**src/rtl/alu_sched_if.sv**
```systemverilog
// Requester and ALU bus bundle for the shared-ALU scheduler.
// The slave side is the scheduler; the master side is the requesters plus the ALU.
interface alu_sched_if;
    logic        req0, req1;
    logic [2:0]  op0, op1;
    logic [15:0] a0, b0, a1, b1;
    logic        gnt0, gnt1, done0, done1;
    logic [15:0] result;
    logic        zero_out;
    logic        busy;
    logic [2:0]  alu_op;
    logic [15:0] alu_a, alu_b;
    logic [15:0] alu_out;
    logic        alu_zero;

    modport slave (
        input  req0, req1, op0, op1, a0, b0, a1, b1, alu_out, alu_zero,
        output gnt0, gnt1, done0, done1, result, zero_out, busy, alu_op, alu_a, alu_b
    );

    modport master (
        output req0, req1, op0, op1, a0, b0, a1, b1, alu_out, alu_zero,
        input  gnt0, gnt1, done0, done1, result, zero_out, busy, alu_op, alu_a, alu_b
    );
endinterface

```
**src/rtl/alu_sched.sv**
```systemverilog
// Round-robin scheduler for two ports sharing one combinational 16-bit ALU.
// Native ops take a single EXEC pass; opcode 7 runs four nibble-parity passes.
module alu_sched (
    input  logic        i_clk,
    input  logic        i_rst_n,
    alu_sched_if.slave  bus
);
    typedef enum logic [1:0] {S_IDLE, S_EXEC, S_PAR} state_t;

    localparam logic [2:0] OP_PAR   = 3'd7;
    localparam logic [2:0] OP_NIBP  = 3'd2;
    localparam logic [2:0] OP_IDLE  = 3'd6;

    state_t      r_state, w_next;
    logic        r_last, r_own;
    logic [2:0]  r_opr;
    logic [15:0] r_ar, r_br;
    logic [1:0]  r_pc;
    logic        r_acc;
    logic        r_gnt0, r_gnt1, r_done0, r_done1;
    logic [15:0] r_result;
    logic        r_zero;

    logic        w_any, w_win, w_accept, w_par_bit;
    logic [2:0]  w_win_op;
    logic [15:0] w_win_a, w_win_b;
    logic [2:0]  w_alu_op;
    logic [15:0] w_alu_a, w_alu_b;

    // On a tie the port that was not served last wins.
    assign w_any     = bus.req0 | bus.req1;
    assign w_win     = (bus.req0 & bus.req1) ? ~r_last : bus.req1;
    assign w_win_op  = w_win ? bus.op1 : bus.op0;
    assign w_win_a   = w_win ? bus.a1  : bus.a0;
    assign w_win_b   = w_win ? bus.b1  : bus.b0;
    assign w_par_bit = r_acc ^ bus.alu_out[0];

    always_comb begin
        w_next   = r_state;
        w_accept = 1'b0;
        w_alu_op = OP_IDLE;
        w_alu_a  = 16'h0000;
        w_alu_b  = 16'h0000;
        case (r_state)
            S_IDLE: begin
                if (w_any) begin
                    w_accept = 1'b1;
                    w_next   = (w_win_op == OP_PAR) ? S_PAR : S_EXEC;
                end
            end
            S_EXEC: begin
                w_alu_op = r_opr;
                w_alu_a  = r_ar;
                w_alu_b  = r_br;
                w_next   = S_IDLE;
            end
            S_PAR: begin
                w_alu_op = OP_NIBP;
                w_alu_a  = r_ar;
                w_alu_b  = {14'b0, r_pc};
                if (r_pc == 2'd3) w_next = S_IDLE;
            end
            default: w_next = S_IDLE;
        endcase
    end

    always_ff @(posedge i_clk) begin
        if (!i_rst_n) begin
            r_state  <= S_IDLE;
            r_last   <= 1'b1;
            r_own    <= 1'b0;
            r_opr    <= 3'd0;
            r_ar     <= 16'h0000;
            r_br     <= 16'h0000;
            r_pc     <= 2'd0;
            r_acc    <= 1'b0;
            r_gnt0   <= 1'b0;
            r_gnt1   <= 1'b0;
            r_done0  <= 1'b0;
            r_done1  <= 1'b0;
            r_result <= 16'h0000;
            r_zero   <= 1'b0;
        end else begin
            r_state <= w_next;
            r_gnt0  <= 1'b0;
            r_gnt1  <= 1'b0;
            r_done0 <= 1'b0;
            r_done1 <= 1'b0;
            if (w_accept) begin
                r_opr  <= w_win_op;
                r_ar   <= w_win_a;
                r_br   <= w_win_b;
                r_own  <= w_win;
                r_last <= w_win;
                r_gnt0 <= ~w_win;
                r_gnt1 <= w_win;
                r_pc   <= 2'd0;
                r_acc  <= 1'b0;
            end
            if (r_state == S_EXEC) begin
                r_result <= bus.alu_out;
                r_zero   <= bus.alu_zero;
                r_done0  <= ~r_own;
                r_done1  <= r_own;
            end
            // Parity flag is computed here from the accumulator, not taken from ALU_ZERO.
            if (r_state == S_PAR) begin
                r_acc <= w_par_bit;
                r_pc  <= r_pc + 2'd1;
                if (r_pc == 2'd3) begin
                    r_result <= {15'b0, w_par_bit};
                    r_zero   <= ~w_par_bit;
                    r_done0  <= ~r_own;
                    r_done1  <= r_own;
                end
            end
        end
    end

    assign bus.gnt0     = r_gnt0;
    assign bus.gnt1     = r_gnt1;
    assign bus.done0    = r_done0;
    assign bus.done1    = r_done1;
    assign bus.result   = r_result;
    assign bus.zero_out = r_zero;
    assign bus.busy     = (r_state != S_IDLE);
    assign bus.alu_op   = w_alu_op;
    assign bus.alu_a    = w_alu_a;
    assign bus.alu_b    = w_alu_b;
endmodule

```
**src/flat_wrapper.sv**
```systemverilog
// flat-port wrapper written by rule: the top's interface ports become plain ports
module alu_sched_flat 
  (i_clk, i_rst_n, bus_req0, bus_req1, bus_op0, bus_op1, bus_a0, bus_b0, bus_a1, bus_b1, bus_alu_out, bus_alu_zero, bus_gnt0, bus_gnt1, bus_done0, bus_done1, bus_result, bus_zero_out, bus_busy, bus_alu_op, bus_alu_a, bus_alu_b);
  alu_sched_if bus_i ();
  input  logic i_clk;
  input  logic i_rst_n;
  input wire logic [$bits(bus_i.req0)-1:0] bus_req0;
  input wire logic [$bits(bus_i.req1)-1:0] bus_req1;
  input wire logic [$bits(bus_i.op0)-1:0] bus_op0;
  input wire logic [$bits(bus_i.op1)-1:0] bus_op1;
  input wire logic [$bits(bus_i.a0)-1:0] bus_a0;
  input wire logic [$bits(bus_i.b0)-1:0] bus_b0;
  input wire logic [$bits(bus_i.a1)-1:0] bus_a1;
  input wire logic [$bits(bus_i.b1)-1:0] bus_b1;
  input wire logic [$bits(bus_i.alu_out)-1:0] bus_alu_out;
  input wire logic [$bits(bus_i.alu_zero)-1:0] bus_alu_zero;
  output wire logic [$bits(bus_i.gnt0)-1:0] bus_gnt0;
  output wire logic [$bits(bus_i.gnt1)-1:0] bus_gnt1;
  output wire logic [$bits(bus_i.done0)-1:0] bus_done0;
  output wire logic [$bits(bus_i.done1)-1:0] bus_done1;
  output wire logic [$bits(bus_i.result)-1:0] bus_result;
  output wire logic [$bits(bus_i.zero_out)-1:0] bus_zero_out;
  output wire logic [$bits(bus_i.busy)-1:0] bus_busy;
  output wire logic [$bits(bus_i.alu_op)-1:0] bus_alu_op;
  output wire logic [$bits(bus_i.alu_a)-1:0] bus_alu_a;
  output wire logic [$bits(bus_i.alu_b)-1:0] bus_alu_b;
  assign bus_i.req0 = bus_req0;
  assign bus_i.req1 = bus_req1;
  assign bus_i.op0 = bus_op0;
  assign bus_i.op1 = bus_op1;
  assign bus_i.a0 = bus_a0;
  assign bus_i.b0 = bus_b0;
  assign bus_i.a1 = bus_a1;
  assign bus_i.b1 = bus_b1;
  assign bus_i.alu_out = bus_alu_out;
  assign bus_i.alu_zero = bus_alu_zero;
  assign bus_gnt0 = bus_i.gnt0;
  assign bus_gnt1 = bus_i.gnt1;
  assign bus_done0 = bus_i.done0;
  assign bus_done1 = bus_i.done1;
  assign bus_result = bus_i.result;
  assign bus_zero_out = bus_i.zero_out;
  assign bus_busy = bus_i.busy;
  assign bus_alu_op = bus_i.alu_op;
  assign bus_alu_a = bus_i.alu_a;
  assign bus_alu_b = bus_i.alu_b;
  alu_sched u_core (.i_clk(i_clk), .i_rst_n(i_rst_n), .bus(bus_i));
endmodule
```
**config.mk**
```make
export PLATFORM = sky130hd
export DESIGN_NAME = alu_sched_flat
export DESIGN_NICKNAME = d
export VERILOG_FILES = /design/src/rtl/alu_sched_if.sv /design/src/rtl/alu_sched.sv /design/src/flat_wrapper.sv
export SDC_FILE = /design/constraint.sdc
export NUM_CORES = 1
export LEC_CHECK = 0
export CAP_MARGIN = 30
export CORE_ASPECT_RATIO = 2
export CORE_UTILIZATION = 36
export DETAILED_ROUTE_END_ITERATION = 7
export PLACE_DENSITY = 0.76
export SYNTH_ARGS = -nofsm -noshare
export SYNTH_HDL_FRONTEND = slang
export SYNTH_SLANG_ARGS = --single-unit
```
**constraint.sdc**
```tcl
create_clock -name i_clk -period 1.3 [get_ports i_clk]
set_input_delay 0.13 -clock i_clk [delete_from_list [all_inputs] [get_ports i_clk]]
set_output_delay 0.13 -clock i_clk [all_outputs]
set_load 0.05 [all_outputs]
```
==> results.yml <==
clock_network:
  ctsRootBufferMaster: "clkbuf_16"
  clk_pin_slew_ps: 50
  cts_buffer_depth: 2
  clk_latency_ps: 330
  cts_sinks: 63
  cts_tree: "yes"
  hold_buffers: 0
  cts_buffers: 9
  htreeDepth: 3
placed_design:
  placed_cells: 597
  dp_hpwl_mm: 6.964
  place_congestion: 0.8756
  port_buffers: 147
  placed_area_sq_um: 5265
power:
  ir_worst_vdd_mv: 1.263
  p_per_area_nw_per_um2: 1226
  leakage_nw: 2.551
global_routing:
  grt_usage_pct: 26.23
  grt-ovfl-total: 0
  grt_pass1_wl_mm: 16.81
  first_global_vias: 3430
  grt_max_degree: 38
  antenna_found_initial: 0
synth:
  synth_area_sq_um: 2904
  syn_nets: 451
  syn_inst: 356
  synth_cell_types: 34
  ys_seq_area_share_pct: 43.43
  synth.avg_cell_area_sq_um: 8.157
  ys_seq_elements: 63
  yosys_warnings: 0
drt:
  wl_mm: 12.55
  avgViaCountPerCell: 5.400
  ant_nets: 0
  drt_iter0_drc: 243
  drtPass1Iterations: 4
  via_count: 3440
  drt-wirelength-per-cell_um: 19.70
  drc: 0
finish:
  drive_above_1_share_pct: 38.45
  syn2layout_area_growth_pct: 117.5
  fin_cells: 637
  diodes: 0
  layout_common_cells: "clkdlybuf4s50_1 (88), nand2_1 (77), buf_12 (65)"
  finalInstanceArea_sq_um: 6317
  fill_cells: 403
  layout_commonest_cell: "clkdlybuf4s50_1"
  layout.nets: 631
sta:
  finClkSkew_ps: 4.815
  setup_slack_ps: -327.4
  drv_slew: 0
  min_period_over_period_pct: 125.2
  slew_headroom_pct: 77.91
  fin_crit_ps: 1627
  finalSetupViolations: 76
  max_freq_ghz: 0.6145
  hold_violations: 0
  holdWs_ps: 361.0
  rsz0062_at_grt: "true"
  worst_slew_pin_slew_ps: 322.2
die:
  die_h_um: 129.0
  die-area_sq_um: 8452
  io_pins: 148
  initial_core_util_pct: 36.83
  die_x_um: 65.51
  coreArea_sq_um: 7885
  num_rows: 46
worst_setup_path:
  slowest_stage: "dfxtp_4"
  end_kind: "output port"
  cp-start-kind: "register"
  crit_type: "reg2out"
  path_cells: "inv_4, ha_4, buf_8, nor2b_4, buf_12"
  path_max_fanout: 9
  path_buf_inv: 3
  required_ps: 1170
  critPathMaxStageDelay_ps: 370
  critPathTopFamily: "flip-flops"
  arrival_ps: 1500
flow_run:
  maxCapViolCount: 0
status:
  violations: "setup timing"
  status: "finished, violations left"
worst_hold_path:
  worstHoldPathType: "in2reg"
==> registers in the layout, indices dropped and copies added, names as in the netlist <==
signal / flops
u_core.bus.done1: 1
u_core.bus.gnt0: 1
u_core.bus.result: 16
u_core.r_last: 1
u_core.r_own: 1
u_core.r_ar: 16
u_core.r_pc: 2
u_core.bus.gnt1: 1
u_core.r_acc: 1
u_core.bus.done0: 1
u_core.r_state: 2
u_core.bus.zero_out: 1
u_core.r_br: 16
u_core.r_opr: 3
==> worst paths after layout <==
check                                                    start                                to  slack [ps]  cells after the start
worst min-delay path                                bus_a0[13]      u_core.r_ar[13]$_SDFFE_PN0P_         360                      3
worst max-delay path            u_core.r_state[0]$_SDFFE_PN0P_                      bus_alu_b[0]        -330                      5
worst min register to register       u_core.r_own$_SDFFE_PN0P_       u_core.bus.done0$_SDFF_PN0_         460                      1
worst max register to register  u_core.r_state[1]$_SDFFE_PN0P_  u_core.bus.result[10]$_SDFF_PN0_        -130                      7
==> what timing repair did <==
action,CTS,global route
pin swaps,14,19
setup endpoints to repair,71,86
cloned,8,1
buffers inserted,11,8
gates resized for setup,61,82
==> per-layer routing <==
metal / share of wire (%) / up-vias / track usage (%)
met1: 33 / 1629 / 26.91
met2: 57 / 177 / 48.21
li1: - / 1582 / -
met3: 4.7 / 52 / 5.194
met4: 5.1 / 0 / 14.19
met5: 0 / - / 0
==> per-stage QoR <==
| step | setup TNS, ps | total power [W] | utilization (%) | worst slack [ps] |
|---|---|---|---|---|
| floorplan | -148.4 | 0.003402 | - | -84.44 |
| global placement | -5323 | 0.004450 | 66.77 | -158.9 |
| detailed placement | -7346 | 0.004499 | 66.77 | -250.2 |
| CTS | -10810 | 0.007389 | 75.96 | -332.9 |
| global route | -15430 | 0.007964 | 80.12 | -365.7 |
| finish | -12550 | 0.007746 | 80.12 | -327.4 |
==> kinds of logic (layout without fill, tap and decap cells) <==
group / after synthesis / after routing / synth area share [%]
AOI/OAI and AO/OA: 91 / 92 / 18.74
xor gates and xnor gates: 1 / 1 / 0.3016
adders and majority gates: 4 / 4 / 1.723
buffers and inverters: 33 / 217 / 6.248
DFF: 63 / 63 / 43.43
muxes: 18 / 18 / 6.247
and+or+nand+nor: 146 / 146 / 23.31
==> layout make-up <==
type | instances | area, sq um | area share (%)
Timing Repair Buffer | 196 | 2715 | 42.98
Sequential cell | 63 | 1269 | 20.08
Multi-Input combinational cell | 261 | 1869 | 29.59
Inverter | 5 | 33.78 | 0.5348
Clock buffer | 13 | 270.3 | 4.278
Tap cell | 96 | 120.1 | 1.901
Clock inverter | 3 | 40.04 | 0.6338
==> cells in the mapped netlist <==
master      n  area (sq um)
o21a_1      1         7.510
nand3b_1    2         15.01
ha_1        4         50.05
dfxtp_1    63          1261
nor3_1      4         20.02
nor2_1     18         67.56
buf_2      13         65.06
a21bo_1     1         10.01
a31oi_1    36         225.2
o211a_1     1         10.01
a21boi_2    1         11.26
xnor2_1     1         8.760
mux2_1      1         11.26
clkbuf_1    7         26.28
nand4b_1    1         8.760
and3_1      1         6.260
and3b_1     1         8.760
o21ai_1     8         40.04
nor3b_1     2         15.01
mux2i_1    17         170.2
nand2b_1    1         6.260
inv_1       5         18.77
and2_1     31         193.9
o32ai_2     1         16.27
a21boi_1    1         7.510
o2bb2ai_1   1         8.760
nand3_1     3         15.01
buf_4       5         37.54
nor2b_1     5         31.28
a22oi_1     3         22.52
buf_6       3         33.78
o21ai_0    31         155.2
nand2_1    77         289.0
a21oi_1     6         30.03
==> worst reg2reg max path, stage by stage (launching register included) <==
cell     delay (ps)
dfxtp_4         360
inv_6            70
ha_4            230
buf_6           140
buf_6           110
buf_8           130
mux2i_2         220
nor2_1           60
==> power breakdown <==
group | leakage (nW) | switching (W) | internal [W]
sequential | 0.521 | 0.000180 | 0.00214
clock | 0.156 | 0.000872 | 0.00163
combinational | 1.87 | 0.00137 | 0.00155
Note: power is estimated with default switching activity, not from simulation.
